===== src/rtl/chacha_blk_ctr_seq.sv =====
// Block-counter sequencer for the ChaCha20 keystream path: hands one counter
// value per keystream block to the core over valid/ready, per message.
module chacha_blk_ctr_seq #(
   parameter int unsigned      CTR_W      = 32,
   parameter logic [CTR_W-1:0] INIT_VAL   = CTR_W'(1),
   parameter int unsigned      LEN_W      = 16,
   parameter bit               ALLOW_WRAP = 1'b0
) (
   input  logic             clk,
   input  logic             rst,
   input  logic             freeze,
   input  logic             load,
   input  logic [CTR_W-1:0] load_val,
   input  logic             start,
   input  logic [LEN_W-1:0] num_blocks,
   input  logic             blk_ready,
   output logic             blk_valid,
   output logic [CTR_W-1:0] count,
   output logic [LEN_W-1:0] remaining,
   output logic             busy,
   output logic             done,
   output logic             wrapped,
   output logic             exhausted
);

   typedef enum logic {
      IDLE,
      ISSUE
   } state_t;

   state_t state;
   logic   done_q;
   logic   wrapped_q;

   assign busy      = (state == ISSUE);
   assign blk_valid = busy & ~freeze;
   assign done      = done_q & ~freeze;
   assign wrapped   = wrapped_q & ~freeze;

   // NOTE: sequential state uses non-blocking assignments only, so every branch
   // below sees the pre-edge values of count/remaining/exhausted.
   always_ff @(posedge clk or negedge rst) begin
      if (!rst) begin
         state     <= IDLE;
         count     <= INIT_VAL;
         remaining <= '0;
         exhausted <= 1'b0;
         done_q    <= 1'b0;
         wrapped_q <= 1'b0;
      end else begin
         // NOTE: pulses default low each cycle so they are exactly one cycle wide.
         done_q    <= 1'b0;
         wrapped_q <= 1'b0;
         if (!freeze) begin
            case (state)
               IDLE: begin
                  if (load) begin
                     count     <= load_val;
                     exhausted <= 1'b0;
                  end
                  // A same-cycle load clears exhaustion before the start is judged.
                  if (start && (!exhausted || load)) begin
                     if (num_blocks == '0) begin
                        done_q <= 1'b1;
                     end else begin
                        remaining <= num_blocks;
                        state     <= ISSUE;
                     end
                  end
               end
               ISSUE: begin
                  if (blk_ready) begin
                     if ((count == '1) && !ALLOW_WRAP) begin
                        // Last usable counter went out; truncate rather than reuse keystream.
                        exhausted <= 1'b1;
                        remaining <= '0;
                        state     <= IDLE;
                        done_q    <= 1'b1;
                     end else begin
                        count <= count + CTR_W'(1);
                        if (count == '1) begin
                           wrapped_q <= 1'b1;
                        end
                        remaining <= remaining - LEN_W'(1);
                        if (remaining == LEN_W'(1)) begin
                           state  <= IDLE;
                           done_q <= 1'b1;
                        end
                     end
                  end
               end
            endcase
         end
      end
   end

endmodule

===== config.mk =====
export PLATFORM = sky130hd
export DESIGN_NAME = chacha_blk_ctr_seq
export DESIGN_NICKNAME = d
export VERILOG_FILES = /design/src/rtl/chacha_blk_ctr_seq.sv
export SDC_FILE = /design/constraint.sdc
export NUM_CORES = 1
export LEC_CHECK = 0
export ABC_AREA = 1
export CORE_AREA = 2 2 91 93
export CTS_CLUSTER_SIZE = 10
export DETAILED_ROUTE_END_ITERATION = 6
export DIE_AREA = 0 0 93 95
export MAX_ROUTING_LAYER = met4
export PLACE_DENSITY = 0.94
export SYNTH_ARGS = -nofsm -noshare
export SYNTH_HDL_FRONTEND = slang
export SYNTH_SLANG_ARGS = --single-unit

===== constraint.sdc =====
create_clock -name clk -period 5.1 [get_ports clk]
set_input_delay 0.51 -clock clk [delete_from_list [all_inputs] [get_ports clk]]
set_output_delay 0.51 -clock clk [all_outputs]
set_load 0.01 [all_outputs]

==> metrics.md <==
| Metric | Value |
|---|---|
| Pin count of the biggest net entering global routing | 55 |
| Kind of start point of the critical path | flop |
| Final Cycle Share | 0.568 |
| First-pass GRT wire length | 20800 um |
| Mapped Cells | 691 |
| Yosys top cell area share | 0.312 |
| Critical path fanouts, max | 39 |
| # IOs | approximately 110 |
| Clock transition at path regs | 0.10 ns |
| Final worst path period need | 2.90 ns |
| Least-Margin Pin Slew | 0.724 ns |
| Leakage power | 2.44 nW |
| Yosys top cell by area | dfrtp_1 |
| Clk pwr share | 0.129 |
| Worst-Skew Late Latency | 0.31 ns |
| Cells after DPL | about 880 |
| Core Region | 7930 um2 |
| Finished Layout Cells | approximately 890 |
| Critical path type | flop to flop |
| CTS H-tree depth | 2 |
| Comb power frac | 0.498 |
| Hold Path Class | input port to async pin |
| Ys async rst share | 1.00 |
| Die Span Y | 95 um |
| RSZ-0062 raised after global routing | false |
| DR WL/cell | 14.4 um |
| # rows | 33 |
| Post-synth EDFFs | 0 |
| Nets | approximately 840 |
| Routed Wire Length | 12800 um |
| # DRC | 0 |
| Setup Viol. Count Final | 0 |
| R2R setup slack | 2.20 ns |
| Num CTS Buffers | 5 |
| Count leader, synth | nand2_1 |
| CTS tree | built |
| Worst setup path start | count[0] |
| Flop pwr share | 0.373 |
| Antenna cells | 0 |
| Crit end category | flop |
| Reg2Reg Depth | 10 |
| Outcome | complete, no violations |
| Netlist cell types | 34 |
| Post-Syn Area | 4020 um2 |
| Synth top area cells | dfrtp_1 (31%), nand2_1 (31%), nor2_1 (12%), nand3_1 (5.6%), inv_1 (3.9%) |
| Iteration-0 DRC Markers | ~450 |
| Die Wd | 93 um |
| Cts repair resizes | 0 |
| Skew final | between 0.009 and 0.01 ns |
| DP Worst Slack | 2.28 ns |
| Final GP Congestion | around 0.94 |
| WP data required | between 5 and 6 ns |
| Power per cell area | 402 nW/um2 |
| Initial Utilization | 0.507 |
| Setup_tns | 0 ns |
| Post-layout util | 0.656 |
| Synthesized area per cell | 5.81 um2 |
| Seq/Total Area, Yosys | 0.318 |
| VDD IR max | 260 uV |
| Hold_ws | between 0.3 and 0.4 ns |
| Vias | 4808 |
| CTS sink count | 51 |
| Antenna violations before repair | 0 |
| Post-DP Area | about 5100 um2 |
| Post-route cell area | 5200 um2 |
| Max clock buf depth | 2 |
| Post-synthesis register bit count | 51 |
| Hold buffers post-CTS | 0 |
| Pins Over Slew Limit | 0 |
| Die ar. | 8840 um2 |
| Worst path cell trace | ha_1 > nand2_2 > nor2_4 > nand2_4 > nor2_1 > nand4_1 > nand2_2 > inv_2 > nand2_1 > nand2_1 |
| Max cap viols | 0 |
| Proportion of layout cells with a drive suffix above 1 | 0.0318 |
| Switching pwr | 0.902 mW |
| Slew Limit Headroom | 0.516 |
| Slack of the critical path | 2.20 ns |
| Ys Warns | 0 |
| Tot GR Track Use | 0.302 |
| Routed vias/inst | roughly 5.4 |
| Post-CTS setup buffers | 0 |
| Last element of the critical path | count[24] |
| R2R Path Start | count[0] |
| Number of global-route vias before repair | around 4500 |
| Total gr overflow | 0 |
| Synth Flop Type | dfrtp_1 |
| Switching part of the total | 0.432 |
| RR Endpoint | count[24] |
| First-pass DRT Iterations | 6 |
| Post-DRT Antenna Nets | 0 |
| Syn nets | around 750 |
| Synth-to-Final Area Change | 29.4% |
| CP peak stage delay | about 0.63 ns |
| Dpl hpwl | 9380 um |
| Port bufs | 105 |
| Worst Path Arrival | about 3.1 ns |
| Commonest cells post-synth | nand2_1 (329), nor2_1 (125), dfrtp_1 (50), nand3_1 (45), inv_1 (42) |
| Peak Freq | between 300 and 400 MHz |
| CTS root buffer | clkbuf_8 |
| Critical-path top delay cell | dfstp_2 |
| Int Pwr | 1.19 mW |
| Hold Vio Cnt, Final | 0 |
| Total Power | 2.09 mW |
-- placed cells by master, fill, tap and decap left out, drive strengths merged --
master           n
o31ai            1
o21ai           25
nand3b          17
a21boi           1
conb             1
nand4            3
o21bai           2
dfrtp           50
nor2           128
o21a             1
inv             45
or2              2
nor3             1
nand2          334
clkdlybuf4s50  104
a22oi            1
clkbuf           8
ha               3
nand3           46
xor2             3
buf              3
xnor2            5
dfstp            1
o211ai           1
-- sequential cells by signal, summed over array words and instances (netlist names) --
name,cells
busy,1
done_q,1
remaining,16
exhausted,1
count,32
-- power by group through the flow --
stage                     registers [mW]  clock network [mW]  logic, mW
after floorplan                    0.777                   0      0.529
after detailed placement           0.775                   0       1.03
after global routing               0.801               0.288       1.16
after CTS                          0.769               0.273       1.03
final                              0.779               0.269       1.04
after global placement             0.772                   0      0.995
-- critical path: cells and delay by family, from the launching register on --
kind,cells,cell delay [ns]
flops,1,0.63
simple gates,8,1.49
buf+inv,1,0.39
fa+ha+maj,1,0.28
-- how the worst min path moves through the flow --
stage          endpoint  depth (start not counted)  startpoint  slack (ns)
6_report       count[7]                          2         rst        0.31
5_1_grt        count[7]                          2         rst        0.37
4_1_cts        count[7]                          2         rst        0.34
3_5_place_dp   count[0]                          2    count[0]        0.53
3_3_place_gp   count[0]                          2    count[0]        0.51
2_1_floorplan      busy                          0         rst        0.21
-- kinds of logic (layout without fill, tap and decap cells) --
family,Yosys count,after routing,synth area share
fa+ha+maj,3,3,0.00935
compound gates,32,32,0.0442
xor+xnor,8,8,0.0174
simple gates,531,531,0.540
flops,51,51,0.318
buf+inv,65,160,0.0701
other cells,1,1,0.000934
-- per-layer routing --
layer | vias to the layer above | GRT usage | routed length [um] | share of wire
li1 | 2324 | - | - | -
met1 | 2184 | 0.370 | 5160 | 0.40
met2 | 251 | 0.501 | 6150 | 0.48
met3 | 49 | 0.0383 | 999 | 0.078
met4 | 0 | 0.137 | 476 | 0.037
met5 | - | - | 0 | 0
-- layout make-up --
type	instances	area (um2)
repair buffers	107	1060
inverters	45	169
clock buffers	8	100
well taps	105	131
multi-input cells	575	2460
fillers	715	2730
flip-flops and latches	51	1280
No activity file was read; power rests on OpenSTA's default activity.
